File: config.mk
export PLATFORM = sky130hd
export DESIGN_NAME = world_top
export DESIGN_NICKNAME = d
export VERILOG_FILES = /design/src/rtl/world_top.sv
export SDC_FILE = /design/constraint.sdc
export NUM_CORES = 1
export LEC_CHECK = 0
export CAP_MARGIN = 20
export CORE_MARGIN = 2
export CORE_UTILIZATION = 63
export DETAILED_ROUTE_END_ITERATION = 8
export PLACE_DENSITY_LB_ADDON = 0.15
export SYNTH_ARGS = -nofsm -noshare
export SYNTH_HDL_FRONTEND = slang
export SYNTH_SLANG_ARGS = --single-unit
File: constraint.sdc
create_clock -name CLOCK_50 -period 16.8 [get_ports CLOCK_50]
set_clock_uncertainty 0.05 [all_clocks]
set_input_delay 3.36 -clock CLOCK_50 [delete_from_list [all_inputs] [get_ports CLOCK_50]]
set_output_delay 3.36 -clock CLOCK_50 [all_outputs]
set_load 0.02 [all_outputs]
File: src/rtl/world_top.sv
`timescale 1ns/1ps
`default_nettype none
// world_top: 10x20 cell world with a left-hand wall-following robot and a 640x480@60 VGA view.
// Rev 1.0
module world_top #(
  parameter int unsigned  STEP_CYCLES = 2,
  parameter logic [199:0] WALL_MAP    = {20'h00000, 20'h00000, 20'h00000, 20'h00000,
                                         20'h00F80, 20'h00F80, 20'h00F80,
                                         20'h00000, 20'h00000, 20'h00000}
) (
  input  logic       CLOCK_50,
  input  logic [3:0] KEY,
  output logic       VGA_HS,
  output logic       VGA_VS,
  output logic [7:0] VGA_R,
  output logic [7:0] VGA_G,
  output logic [7:0] VGA_B
);

  localparam int unsigned      CNT_W    = (STEP_CYCLES > 1) ? $clog2(STEP_CYCLES) : 1;
  localparam logic [CNT_W-1:0] CNT_LAST = CNT_W'(STEP_CYCLES - 1);

  localparam logic [2:0] ORI_N = 3'b000;
  localparam logic [2:0] ORI_S = 3'b001;
  localparam logic [2:0] ORI_E = 3'b010;
  localparam logic [2:0] ORI_W = 3'b011;

  logic rst;
  logic unused_keys;
  assign rst         = KEY[0];
  assign unused_keys = ^KEY[3:1];

  // Row r occupies WALL_MAP[(r-1)*20 +: 20], column c is bit c-1 of that slice.
  function automatic logic cell_is_wall(input logic [5:0] row, input logic [5:0] col);
    logic [7:0] idx;
    idx = ({2'b00, row} - 8'd1) * 8'd20 + {2'b00, col} - 8'd1;
    if (row == 6'd0 || row > 6'd10 || col == 6'd0 || col > 6'd20)
      cell_is_wall = 1'b1;
    else
      cell_is_wall = WALL_MAP[idx];
  endfunction

  function automatic logic [5:0] step_row(input logic [5:0] row, input logic [2:0] ori);
    case (ori)
      ORI_N:   step_row = row - 6'd1;
      ORI_S:   step_row = row + 6'd1;
      default: step_row = row;
    endcase
  endfunction

  function automatic logic [5:0] step_col(input logic [5:0] col, input logic [2:0] ori);
    case (ori)
      ORI_E:   step_col = col + 6'd1;
      ORI_W:   step_col = col - 6'd1;
      default: step_col = col;
    endcase
  endfunction

  // Step tick
  logic [CNT_W-1:0] step_cnt_q;
  logic             tick;
  assign tick = (step_cnt_q == CNT_LAST);

  always_ff @(posedge CLOCK_50) begin
    if (rst || tick)
      step_cnt_q <= '0;
    else
      step_cnt_q <= step_cnt_q + CNT_W'(1);
  end

  // Robot
  logic [5:0] robot_row, robot_row_d;
  logic [5:0] robot_column, robot_column_d;
  logic [2:0] robot_orientation, robot_orientation_d;
  logic [2:0] left_ori, right_ori;
  logic [5:0] left_row, left_col, front_row, front_col;

  always_comb begin
    left_ori  = ORI_W;
    right_ori = ORI_E;
    case (robot_orientation)
      ORI_N:   begin left_ori = ORI_W; right_ori = ORI_E; end
      ORI_E:   begin left_ori = ORI_N; right_ori = ORI_S; end
      ORI_S:   begin left_ori = ORI_E; right_ori = ORI_W; end
      ORI_W:   begin left_ori = ORI_S; right_ori = ORI_N; end
      default: begin left_ori = ORI_W; right_ori = ORI_E; end
    endcase
  end

  assign left_row  = step_row(robot_row, left_ori);
  assign left_col  = step_col(robot_column, left_ori);
  assign front_row = step_row(robot_row, robot_orientation);
  assign front_col = step_col(robot_column, robot_orientation);

  always_comb begin
    robot_row_d         = robot_row;
    robot_column_d      = robot_column;
    robot_orientation_d = robot_orientation;
    if (tick) begin
      if (!cell_is_wall(left_row, left_col)) begin
        robot_row_d         = left_row;
        robot_column_d      = left_col;
        robot_orientation_d = left_ori;
      end else if (!cell_is_wall(front_row, front_col)) begin
        robot_row_d    = front_row;
        robot_column_d = front_col;
      end else begin
        robot_orientation_d = right_ori;
      end
    end
  end

  always_ff @(posedge CLOCK_50) begin
    if (rst) begin
      robot_row         <= 6'd10;
      robot_column      <= 6'd1;
      robot_orientation <= ORI_N;
    end else begin
      robot_row         <= robot_row_d;
      robot_column      <= robot_column_d;
      robot_orientation <= robot_orientation_d;
    end
  end

  // VGA timing: one pixel every second clock
  logic       pix_en_q;
  logic [9:0] h_q, v_q;

  always_ff @(posedge CLOCK_50) begin
    if (rst) begin
      pix_en_q <= 1'b0;
      h_q      <= 10'd0;
      v_q      <= 10'd0;
    end else begin
      pix_en_q <= ~pix_en_q;
      if (pix_en_q) begin
        if (h_q == 10'd799) begin
          h_q <= 10'd0;
          v_q <= (v_q == 10'd524) ? 10'd0 : v_q + 10'd1;
        end else begin
          h_q <= h_q + 10'd1;
        end
      end
    end
  end

  logic [5:0]  cell_row, cell_col;
  logic        hs_d, vs_d;
  logic [23:0] rgb_d;
  assign cell_col = {1'b0, h_q[9:5]} + 6'd1;
  assign cell_row = {1'b0, v_q[9:5]} + 6'd1;

  always_comb begin
    hs_d  = !(h_q >= 10'd656 && h_q <= 10'd751);
    vs_d  = !(v_q == 10'd490 || v_q == 10'd491);
    rgb_d = 24'h000000;
    if (h_q < 10'd640 && v_q < 10'd320) begin
      if (cell_row == robot_row && cell_col == robot_column)
        rgb_d = 24'hFF0000;
      else if (cell_is_wall(cell_row, cell_col))
        rgb_d = 24'h808080;
      else
        rgb_d = 24'hFFFFFF;
    end
  end

  // One register stage for sync and colour keeps them aligned.
  logic        hs_q, vs_q;
  logic [23:0] rgb_q;

  always_ff @(posedge CLOCK_50) begin
    if (rst) begin
      hs_q  <= 1'b1;
      vs_q  <= 1'b1;
      rgb_q <= 24'h000000;
    end else begin
      hs_q  <= hs_d;
      vs_q  <= vs_d;
      rgb_q <= rgb_d;
    end
  end

  assign VGA_HS = hs_q;
  assign VGA_VS = vs_q;
  assign VGA_R  = rgb_q[23:16];
  assign VGA_G  = rgb_q[15:8];
  assign VGA_B  = rgb_q[7:0];

endmodule
`default_nettype wire

# After elaboration in Yosys (flattened, before gate mapping)
# Memory sizes are Yosys's and may differ from the RTL's.
# Cells that the tools add are included.
# word_totals
in_bits	5
mem_count	3
wordCells	120
output_inout_bits	26
register_bits	63
mem_bits_ro	768
# op_classes
order_cmp	13
mux	27
reduce_logical	29
add_sub_neg	18
eq_ne	14
n_mul	3
bitwise_logic	2
# mem_list
memory	depth	word_bits	rd	rd_ports_with_merged_regs	write_ports	line_no	source
(no name shown)	256	1	1	0	0	40	cell_is_wall = WALL_MAP[idx];
(no name shown)	256	1	1	0	0	40	
(no name shown)	256	1	1	0	0	40	
# op_table
op	count
$pmux 6 s2	4
$mux 23	2
$logic_not 6->1	6
$lt 8x9->1 const B	3
$add 8x6->8	3
$mul 8x3->6 const B	3
$mux 6	4
$sub 8x1->8 const B	3
$sub 6x1->7 const B	3
$add 10x1->10 const B	2
$eq 10x10->1 const B	2
$eq 10x9->1 const B	2
$mux 10	2
$gt 6x4->1 const B	3
$gt 6x5->1 const B	3
$add 5x1->6 const B	2
$add 6x1->6 const B	2
$eq 3x2->1 const B	4
$eq 6x6->1	2
$pmux 2 s3	2
$sub 6x1->6 const B	2
$logic_or 1x1->1	11
$mux 1	11
$ge 10x10->1 const B	1
other kinds (15)	24

# Depth between registers and ports, before layout
# Gate-level depths: netlist (run 1).
# logic_depth
word_depth	16
mapped_depth	24
depth_no_buf	22

# Worst setup path after synthesis (run 1)
# OpenSTA, ideal clock, no wires.
# synth_path
path_type	register -> register
startpoint	register robot_orientation[0]
endpoint	register robot_orientation[0]
setup_time_ns	0.134
n_path_buf	1
stages_incl_launch_ff	22
path_slack_ns	11.493
arrival_time_ns	5.123
required_time_ns	16.616
path_cell_list	dfxtp_1 > inv_1 > ha_1 > or2_2 > buf_2 > o221a_2 > ha_1 > nand2_1 > nor2_1 > xor2_1 > ha_1 > fa_1 > inv_1 > ha_1 > or2_2 > and3_1 > o211a_1 > o211ai_1 > and4_4 > nor3_1 > a41o_1 > or4_1
# synth_via
elab_chain_len	14
word_cells_on_any_way	49
classes_between	add/sub: 6; mul: 2; order compare: 4; eq/ne: 7; mux: 15; reduce/logical: 13; memory: 2
# synth_rtl
element	line_no	source
start: declaration	74	logic [2:0] robot_orientation, robot_orientation_d;
start signal: assignment	121	robot_orientation <= robot_orientation_d;
$eq 3x2->1 or $eq 3x1->1 (tied branches)	52, 81, 44	
$pmux 2 s3	81	case (robot_orientation)
$eq 3x1->1 or $logic_not 3->1 (tied branches)	44	case (ori)
$pmux 6 s2	44	
$sub 6x1->7	36	idx = ({2'b00, row} - 8'd1) * 8'd20 + {2'b00, col} - 8'd1;
$mul 8x3->6	36	
$add 8x6->8	36	
$sub 8x1->8	36	
$mem_v2 256x1	-	
$mux 1 (not written as such)	40	
$mux 1	37	if (row == 6'd0 || row > 6'd10 || col == 6'd0 || col > 6'd20)
$mux 1	99	if (tick) begin
$ne 2x1->1 (no source line)	-	
$reduce_and 2->1 (no source line)	-	
# Several ways; a longest one is shown, not always the timed one. The select of a mux whose other input is x is not followed.
# A chain may end at the register's enable or synchronous reset.

# Worst setup path after layout (run 1)
# layout_path
startpoint	register robot_orientation[0]
endpoint	register robot_row[3]
# layout_via
elab_chain_len	14
word_cells_on_any_way	48
classes_between	add/sub: 6; mul: 2; order compare: 4; eq/ne: 7; mux: 14; reduce/logical: 13; memory: 2
# layout_rtl
element	line_no	source
$eq 3x2->1 or $eq 3x1->1 (tied branches)	52, 81, 44	
$pmux 2 s3	81	
$eq 3x1->1 or $logic_not 3->1 (tied branches)	44	
$pmux 6 s2	44	
$sub 6x1->7	36	
$mul 8x3->6	36	
$add 8x6->8	36	
$sub 8x1->8	36	
$mem_v2 256x1	-	
$mux 1 (not written as such)	40	
$mux 1	37	
$mux 1	99	
$ne 2x2->1 (no source line)	-	
$reduce_and 2->1 (no source line)	-	
end signal: assignment	119	robot_row <= robot_row_d;
end: declaration	72	logic [5:0] robot_row, robot_row_d;
# Several ways; a longest one is shown, not always the timed one. The select of a mux whose other input is x is not followed.

==> impl_metrics.py, run 1 <==
metrics = {
    "status": {
        "status": "finished clean",
    },
    "global_routing": {
        "grt_pass1_vias": 4635,
        "grt_usage_pct": 26.3,
        "globalRoute.totalOverflow": 0,
        "grt_pass1_wl_um": 21100,
        "antenna_found_initial": 0,
        "grt_max_degree": 24,
    },
    "setup_path": {
        "worstPathMaxFanout": 23,
        "cp-start-kind": "flip-flop",
        "criticalPathCategory": "reg -> reg",
        "startpoint": "robot_orientation[0]",
        "endpoint_kind": "flip-flop",
        "max_stage_delay_ps": 820,
        "critPathTopFamily": "compound AO/OA/AOI/OAI gates",
        "critPathArrivalTime_ps": 6550,
        "crit_top_cell": "ha_1",
        "cp_num_buf_inv": 2,
        "timing.rr.start": "robot_orientation[0]",
        "worst_path_max_delay_cell": "a2111oi_2",
        "required_ps": 16880,
        "crit_path_cell_trace": "inv_1 -> ha_1 -> o32ai_1 -> a2111oi_2 -> xnor2_1 -> ha_1 -> ha_1 -> fa_1 -> inv_1 -> ha_1 -> or2_2 -> and3_1 -> o211a_1 -> a211o_1 -> nand4_2 -> nand2_2 -> a21oi_1 -> a41oi_1",
    },
    "yosys": {
        "synth-edff-count": 0,
        "post_synth_and_or_nand_nor_area_fraction_pct": 22.6,
        "synth_xor_area_share_pct": 11.1,
        "synth_area_um2": 5510,
        "synth-compound-area-share_pct": 21.6,
        "ys_seq_area_share_pct": 15.3,
        "synth.ff_latch_count": 42,
        "yosys-mux-area-fraction_pct": 1.39,
        "synthAdderAreaFrac_pct": 16.7,
        "synthCells": 706,
        "synth-async-reset-ratio_pct": 0,
        "synth_nets": 781,
        "yosys_warnings": 0,
        "synth_top_family_by_area": "simple AND/OR/NAND/NOR gates",
        "syn_area_per_cell_um2": 7.80,
        "synth_ff_type": "dfxtp_1",
        "synth_cell_type_count": 86,
    },
    "floorplanning": {
        "core_area_um2": 8590,
        "rows": 34,
        "boundaryPins": 31,
        "die_w_um": 97.5,
        "die-height_um": 97.5,
        "start_util_pct": 64.1,
        "die-area_um2": 9500,
    },
    "clock_network": {
        "cts_sinks": 42,
        "cts_tree": "done",
        "htree_levels": 2,
        "clk_pin_slew_worst_paths_ps": 80,
        "cts_resized": 0,
        "root_buffer": "clkbuf_8",
        "post_cts_buffers": 0,
        "cts_buffers": 5,
        "clock_latency_ps": 290,
        "cts_max_path_buffers": 2,
        "cts_hold_buf": 0,
    },
    "layout": {
        "num-nets-final": 755,
        "antenna_cells": 0,
        "layout-drive-gt1-share_pct": 7.20,
        "area_growth_pct": 3.07,
        "fin_area_um2": 5670,
        "n_fill_cell": 778,
    },
    "timing": {
        "setup-tns-final_ps": 0,
        "tightest_slew_ps": 889,
        "hold_viol_final": 0,
        "period_share_pct": 38.5,
        "fmax_ghz": 0.155,
        "setup_violations": 0,
        "rsz0062_at_grt": "no",
        "min_period_ps": 6460,
        "maxSlewViolCount": 0,
        "timing.slew.headroom_pct": 40.7,
    },
    "place": {
        "gp_congestion": 0.909,
        "post-dp-hpwl_um": 9520,
        "postPlaceCellArea_um2": 5560,
        "port-buffer-count": 27,
    },
    "route": {
        "num_vias": 4941,
        "drt_pre_antenna_iters": 5,
        "wirelength_um": 12300,
        "wl_per_cell_um": 15.6,
        "drc": 0,
        "viasPerCell": 6.26,
        "ant_nets": 0,
        "drt_iter0_drc": 331,
    },
    "flow_run": {
        "cap_violations": 0,
    },
    "worst_hold_path": {
        "min_path_type": "reg -> reg",
        "min_from": "pix_en_q",
    },
}
cell type report:
cell class | count | area, um^2 | area share (%)
clock buffer | 5 | 68.8 | 1.21
inverter | 70 | 263 | 4.63
tap | 108 | 135 | 2.38
clock inverter | 3 | 45.0 | 0.794
sequential | 42 | 841 | 14.8
timing repair buffer | 28 | 278 | 4.90
multi-input combinational | 533 | 4040 | 71.3
cell families after synthesis:
kind of cell	after synthesis
AND/OR/NAND/NOR	223
AO/OA/AOI/OAI	165
buffers and inverters	131
adder cells (fa/ha/maj)	70
XOR/XNOR	68
flip-flops	42
multiplexers	7
final timing paths:
check,endpoint,slack (ps),depth (start not counted)
max,robot_row[3],10340,18
min,pix_en_q,470,1
max reg2reg,robot_row[3],10340,18
min reg2reg,pix_en_q,470,1
cells in the mapped netlist (13+ instances only):
master     n  area [um^2]
a21oi_1   34          170
o21ai_0   22          110
xnor2_1   46          403
dfxtp_1   42          841
nor3_1    13         65.1
xor2_1    21          184
nand3_1   18         90.1
nand2_1   44          165
clkbuf_1  21         78.8
buf_4     22          165
nor2_1    52          195
inv_1     68          255
ha_1      64          801
metrics by stage:
stage | instances | setup WS (ps) | utilization (%) | hold WS (ps)
floorplan | 706 | 11490 | - | 417
detailed placement | 781 | 10470 | 64.7 | 449
global placement | 781 | 10490 | 64.7 | 439
finish | 789 | 10340 | 66.0 | 467
global route | 789 | 9910 | 66.0 | 514
CTS | 789 | 10440 | 66.0 | 470
routing by layer:
metal | GRT usage [%] | vias to the layer above | wire length, um
li1 | - | 2433 | -
met1 | 35.3 | 2335 | 5690
met2 | 44.1 | 155 | 5690
met3 | 4.10 | 18 | 736
met4 | 7.16 | 0 | 223
met5 | 0 | - | 0
sequential cells by signal (all words and copies together) (netlist names), 2 cells and up:
name,cells
rgb_q,4
v_q,10
robot_row,6
h_q,10
robot_orientation,2
robot_column,6
worst reg2reg max path, cell delays in order (launching register included):
cell       delay, ps
dfxtp_1          370
inv_1            170
ha_1             740
o32ai_1          230
a2111oi_2        820
xnor2_1          170
ha_1             330
ha_1             210
fa_1             510
inv_1             50
ha_1             310
or2_2            310
and3_1           190
o211a_1          240
a211o_1          300
nand4_2          160
nand2_2          200
a21oi_1          770
a41oi_1          210
placed cells by master, fill, tap and decap left out, drive strengths merged, types with 6 or more instances in the layout:
master,count
fa,6
nand2,46
clkdlybuf4s50,27
xor2,21
o21a,10
nand3,20
a21oi,34
nand2b,9
nor2b,7
or3,6
o22ai,8
o31ai,8
and2,6
or2,7
nor2,55
a221oi,11
dfxtp,42
xnor2,46
nand4,10
inv,70
nor4,8
ha,64
nor3,15
a21o,6
nor3b,8
and3,9
o21ai,26
Power of run 1 is left out: the tool's default activity adds up to more than one toggle a clock period on the data nets, which glitch-free logic cannot reach.
==> inputs of run 2 (changes only) <==
- CORE_UTILIZATION: 63 -> 62
- clock period: 16.8 -> 6.7 ns (I/O delays scaled with it)
==> run 2 against run 1 <==
  * Flip-flop and latch count did not move
  * First-iteration DRC count fell by 21%
  * Hold slack got worse by 0.63 ps
  * Largest cell class unchanged
  * Critical endpoint is now robot_orientation[0]
  * Via count rose by 0.73%
  * Wire length rose by 2.0%
  * Highest routed layer unchanged
  * Critical path type unchanged
==> impl_metrics.py, run 2 (synthesis results as in run 1) <==
metrics = {
    "route": {
        "ant_nets": 0,
        "drt_iter0_drc": 262,
        "wl_per_cell_um": 15.9,
        "viasPerCell": 6.27,
        "drc": 0,
        "wirelength_um": 12600,
        "num_vias": 4977,
        "drt_pre_antenna_iters": 5,
    },
    "layout": {
        "layout-drive-gt1-share_pct": 7.87,
        "area_growth_pct": 3.75,
        "utilization_pct": 65.8,
        "final_cell_mix": "68 x inv_1, 64 x ha_1, 52 x nor2_1",
        "num-nets-final": 760,
        "layout_commonest_cell": "inv_1",
        "antenna_cells": 0,
        "top_regs": "h_q: 10 flops, v_q: 10 flops",
    },
    "clock_network": {
        "htree_levels": 2,
        "cts_resized": 0,
        "cts_hold_buf": 0,
        "root_buffer": "clkbuf_8",
        "cts_tree": "done",
        "clk_pin_slew_worst_paths_ps": 80,
        "clock_latency_ps": 300,
        "cts_sinks": 42,
        "cts_buffers": 5,
        "post_cts_buffers": 0,
        "cts_max_path_buffers": 2,
    },
    "floorplanning": {
        "start_util_pct": 63.4,
        "boundaryPins": 31,
        "rows": 34,
        "die_w_um": 98.2,
        "die-height_um": 98.2,
        "die-area_um2": 9650,
        "core_area_um2": 8680,
    },
    "setup_path": {
        "criticalPathCategory": "reg -> reg",
        "required_ps": 6820,
        "cp-start-kind": "flip-flop",
        "endpoint_kind": "flip-flop",
        "worstPathMaxFanout": 23,
        "reg2reg_depth": 20,
        "critPathArrivalTime_ps": 6270,
    },
    "timing": {
        "hold_viol_final": 0,
        "setup-tns-final_ps": 0,
        "period_share_pct": 91.7,
        "tightest_slew_ps": 926,
        "timing.slew.headroom_pct": 38.3,
        "rsz0062_at_grt": "no",
        "min_period_ps": 6140,
        "fmax_ghz": 0.163,
        "maxSlewViolCount": 0,
        "setup_violations": 0,
    },
    "global_routing": {
        "grt_pass1_vias": 4705,
        "top_usage_layer": "met2",
        "grt_pass1_wl_um": 21800,
        "grt_util_met2_pct": 44.2,
        "antenna_found_initial": 0,
        "gr-usage-met1_pct": 36.6,
        "grt_max_degree": 24,
        "grt_usage_pct": 26.9,
        "grtUsageMet3_pct": 4.01,
        "globalRoute.totalOverflow": 0,
    },
    "worst_hold_path": {
        "hold-path-cell-count": 1,
        "min_path_type": "reg -> reg",
    },
    "status": {
        "status": "finished clean",
    },
    "place": {
        "port-buffer-count": 27,
        "gp_congestion": 0.945,
        "post-dp-hpwl_um": 9880,
    },
    "flow_run": {
        "cap_violations": 0,
    },
}
[run 2: final timing paths]
kind	startpoint	endpoint	slack [ps]
worst max-delay path	robot_orientation[0]	robot_orientation[0]	560
worst min-delay path	pix_en_q	pix_en_q	470
worst max register to register	robot_orientation[0]	robot_orientation[0]	560
worst min register to register	pix_en_q	pix_en_q	470
[run 2: area by class of cell]
cell class | count | area [um^2]
well taps | 108 | 135
clock inverters | 3 | 45.0
multi-input cells | 533 | 4040
fillers | 809 | 2970
inverters | 70 | 263
clock buffers | 5 | 68.8
repair buffers | 33 | 315
flip-flops and latches | 42 | 841
[run 2: worst max-delay path: stages, from the launching register on]
cell,delay [ps]
dfxtp_1,360
inv_1,180
ha_1,800
or2_2,350
o221a_2,290
ha_1,200
nand2_1,80
nor2_1,110
xor2_1,170
ha_1,270
fa_1,580
inv_1,50
ha_1,310
or2_2,310
and3_1,180
o211a_1,240
a211o_1,300
nand4_2,160
nand2_2,210
a41o_1,290
or4_1,510
[run 2: through the flow]
stage          area, um^2  setup WS, ps  std cells  hold slack, ps
2_1_floorplan        5510          1390        706             417
3_3_place_gp         5600           799        786             441
3_5_place_dp         5600           662        786             455
4_1_cts              5710           634        794             473
5_1_grt              5710           201        794             501
6_report             5710           559        794             466
[run 2: layer usage]
metal	part of all wire, %	up-vias
li1	-	2447
met1	46	2345
met2	46	158
met3	6.0	27
met4	2.3	0
met5	0	-
Power of run 2 is left out for the same reason.
==> RTL edit 1 (settings of run 1) <==
`STEP_CYCLES`: 2 -> 4.
--- a/src/rtl/world_top.sv
+++ b/src/rtl/world_top.sv
@@ -3,7 +3,7 @@
 // world_top: 10x20 cell world with a left-hand wall-following robot and a 640x480@60 VGA view.
 // Rev 1.0
 module world_top #(
-  parameter int unsigned  STEP_CYCLES = 2,
+  parameter int unsigned  STEP_CYCLES = 4,
   parameter logic [199:0] WALL_MAP    = {20'h00000, 20'h00000, 20'h00000, 20'h00000,
                                          20'h00F80, 20'h00F80, 20'h00F80,
                                          20'h00000, 20'h00000, 20'h00000}
Function: same outputs for any inputs over 10 cycles, from zero or initial values; that may be too few to reach the edited logic, so the function may still have changed.
==> RTL edit 1 against run 1 <==
- sequential share of layout area rose by 0.72 points
- via count down 3.8%
- routed wire length fell by 0.66%
- setup slack improved by 170 ps
- maximum frequency grew 2.7%
- utilization grew 1.4 points
- sequential cell count grew 1
- synthesized area is 2.6% lower
- synthesized cell count down 4.4%
- design area fell by 2.3%
Power is not shown: default switching activity piles up to over one toggle a cycle in this logic, so the estimate is an artifact.
==> RTL edit 1: results <==
set metrics [dict create \
    grtUsageMet3_pct 4.31 \
    hold_ws_ps 390 \
    syn-num-nets 750 \
    final_cell_count_no_fill 756 \
    cp_top_family "adder cells" \
    reg2reg_depth 21 \
    grt_pass1_wl_um 20400 \
    synthAdderAreaFrac_pct 17.2 \
    crit_end "robot_column[0]$_SDFFE_PP1P_" \
    post_dp_cell_area_um2 5420 \
    synth_compound_area_share_pct 19.3 \
    wl_met3_um 793 \
    grtUsageMet2_pct 43.6 \
    grt_pass1_vias 4410 \
    nFillCells 705 \
    synth_commonest_cells "inv_1, ha_1, nor2_1" \
    fin_nets 725 \
    met2_length_um 5670 \
    cpMaxStageDelayCell "a21oi_1" \
    max_freq_ghz 0.159 \
    synthMuxAreaShare_pct 1.73 \
    syn_inst 675 \
    cp_data_arrival_time_ps 6380 \
    grt_usage_pct 27.4 \
    layout-drive-gt1-share_pct 5.53 \
    drtIter0Drc 334 \
    synthTopCellsByArea "dfxtp_1, ha_1, xnor2_1, inv_1, xor2_1" \
    outcome "complete, no violations" \
    dp_hpwl_um 9320 \
    gp_congestion 0.931 \
    critPathMaxFanout 22 \
    yosysUniqueCellTypes 85 \
]
RTL edit 1: cell count changes after synthesis, moves of 5 or more:
cell      change
a21oi_1      -12
and2_1        +6
buf_2         -7
clkbuf_1      +7
mux2i_1       +5
nand2_1      -12
nor3_1        +6
o21a_1        -7
o21ai_0       -7
xor2_1        +6
RTL edit 1: layout make-up:
| type | count | area [µm²] | area share (%) |
|---|---|---|---|
| Clock buffer | 6 | 82.6 | 1.49 |
| Clock inverter | 2 | 35.0 | 0.632 |
| Inverter | 71 | 267 | 4.81 |
| Multi-Input combinational cell | 502 | 3890 | 70.3 |
| Sequential cell | 43 | 861 | 15.5 |
| Tap cell | 105 | 131 | 2.37 |
| Timing Repair Buffer | 27 | 270 | 4.88 |
==> RTL edit 2 (config.mk and constraints of run 1) <==
Made on the original files. Take the reset off `rgb_q` and load it in a clocked block of its own.
--- a/src/rtl/world_top.sv
+++ b/src/rtl/world_top.sv
@@ -172,12 +172,14 @@
     if (rst) begin
       hs_q  <= 1'b1;
       vs_q  <= 1'b1;
-      rgb_q <= 24'h000000;
     end else begin
       hs_q  <= hs_d;
       vs_q  <= vs_d;
-      rgb_q <= rgb_d;
     end
+  end
+
+  always_ff @(posedge CLOCK_50) begin
+    rgb_q <= rgb_d;
   end
 
   assign VGA_HS = hs_q;
Function: changed (a bounded check fails within 4 cycles, from zero or initial values; the reset may be asserted at any time).
==> RTL edit 2 against run 1 <==
- design area is 1.7% lower
- utilization is 1.2 points higher
- sequential cell count stayed put
- non-clock buffer count is 1 lower
- routed wire length is 1.4% lower
- synthesized area is 0.82% lower
- maximum frequency hardly changed
- critical path depth is 2 higher
- setup slack worse by 3.3 ps
- largest cell class unchanged
- highest routed layer unchanged
Power is left out: the tool's default activity adds up to more than one toggle a clock period on the data nets, which glitch-free logic cannot reach.
==> RTL edit 2: results <==
set metrics [dict create \
    vias_per_cell 6.33 \
    nFillCells 705 \
    syn-num-nets 760 \
    grt_max_degree 24 \
    nNonClkBuffers 27 \
    grtUsageMet2_pct 40.7 \
    root_buffer "clkbuf_8" \
    place_ws_ps 10440 \
    yosysUniqueCellTypes 84 \
    gp_congestion 0.976 \
    fin_nets 734 \
    dp_hpwl_um 9310 \
    layout-drive-gt1-share_pct 7.27 \
    portBuffers 27 \
    use_met1_pct 35.6 \
    r2r-end "robot_column[4]$_SDFFE_PP0P_" \
    post_dp_cell_area_um2 5490 \
    drtIter0Drc 351 \
    slew_headroom_pct 38.6 \
    seq_area_frac_synth_pct 15.4 \
    multi_input_area_um2 4000 \
    buffer_area_share_pct 4.84 \
    synthAdderAreaFrac_pct 17.2 \
    top_regs "h_q: 10 flops, v_q: 10 flops" \
    comb.multi_input.count 518 \
    grt_pass1_vias 4339 \
    synthMuxAreaShare_pct 0.550 \
    insertedDiodeCount 0 \
    wl_met1_um 5720 \
    clock_latency_ps 300 \
    grt_pass1_wl_um 20200 \
    met2_length_um 5450 \
    cts_max_level 2 \
    nWellTaps 105 \
    wl_met3_um 826 \
    synthTopCellsByArea "dfxtp_1, ha_1, xnor2_1, xor2_1, inv_1" \
    cp_data_arrival_time_ps 6660 \
    synth_compound_area_share_pct 21.0 \
    synth-xor-area-share_pct 11.1 \
    wl_um 12200 \
    grt_usage_pct 25.2 \
    outcome "complete, no violations" \
    clockNetworkAreaShare_pct 1.68 \
    reg2reg_depth 20 \
    grtUsageMet3_pct 3.60 \
    synth-seq-cells 42 \
    cts.reportedPaths.clkPinSlew_ps 90 \
    synth_commonest_cells "inv_1, ha_1, nand2_1, nor2_1, dfxtp_1" \
    inv_count 65 \
]
## RTL edit 2: cell types whose count changed in the layout (fill, tap and decap cells not counted), moves of 5 or more
| cell | delta |
|---|---|
| xor2_1 | +8 |
| mux2_2 | -5 |
| nor2_1 | -5 |
| o31ai_1 | -5 |
| and4_1 | +5 |
| xnor2_1 | -12 |
## RTL edit 2: worst max-delay path by stage
| stage | from | to | cells after the start | slack (ps) |
|---|---|---|---|---|
| global route | robot_orientation[0]$_SDFFE_PP0P_ | robot_orientation[1]$_SDFFE_PP0P_ | 20 | 9910 |
| finish | robot_orientation[0]$_SDFFE_PP0P_ | robot_column[4]$_SDFFE_PP0P_ | 20 | 10330 |
| floorplan | robot_orientation[0]$_SDFFE_PP0P_ | robot_column[3]$_SDFFE_PP0P_ | 23 | 11550 |
| CTS | robot_orientation[0]$_SDFFE_PP0P_ | robot_column[4]$_SDFFE_PP0P_ | 20 | 10420 |
| global placement | robot_orientation[0]$_SDFFE_PP0P_ | robot_row[1]$_SDFFE_PP1P_ | 20 | 10630 |
| detailed placement | robot_orientation[0]$_SDFFE_PP0P_ | robot_column[4]$_SDFFE_PP0P_ | 20 | 10440 |
## RTL edit 2: worst max-delay path: stages (launching register included)
cell      delay, ps
dfxtp_1         360
inv_1           160
ha_1            790
nor2_2          370
a221oi_2        460
ha_1            250
nand2_1          60
nor2_1          170
xor2_1          180
ha_1            270
fa_1            580
inv_1            50
ha_1            330
or2_2           310
and3_1          190
o211a_1         260
a211o_2         350
nand4_4         120
and3_1          360
or2_1           460
o221a_1         260
## RTL edit 2: per-stage QoR
stage / utilization, % / hold slack [ps] / cells
after floorplan: - / 417 / 685
after global placement: 66.1 / 440 / 757
after detailed placement: 66.1 / 453 / 757
after CTS: 67.2 / 477 / 765
after global routing: 67.2 / 485 / 765
final: 67.2 / 471 / 765
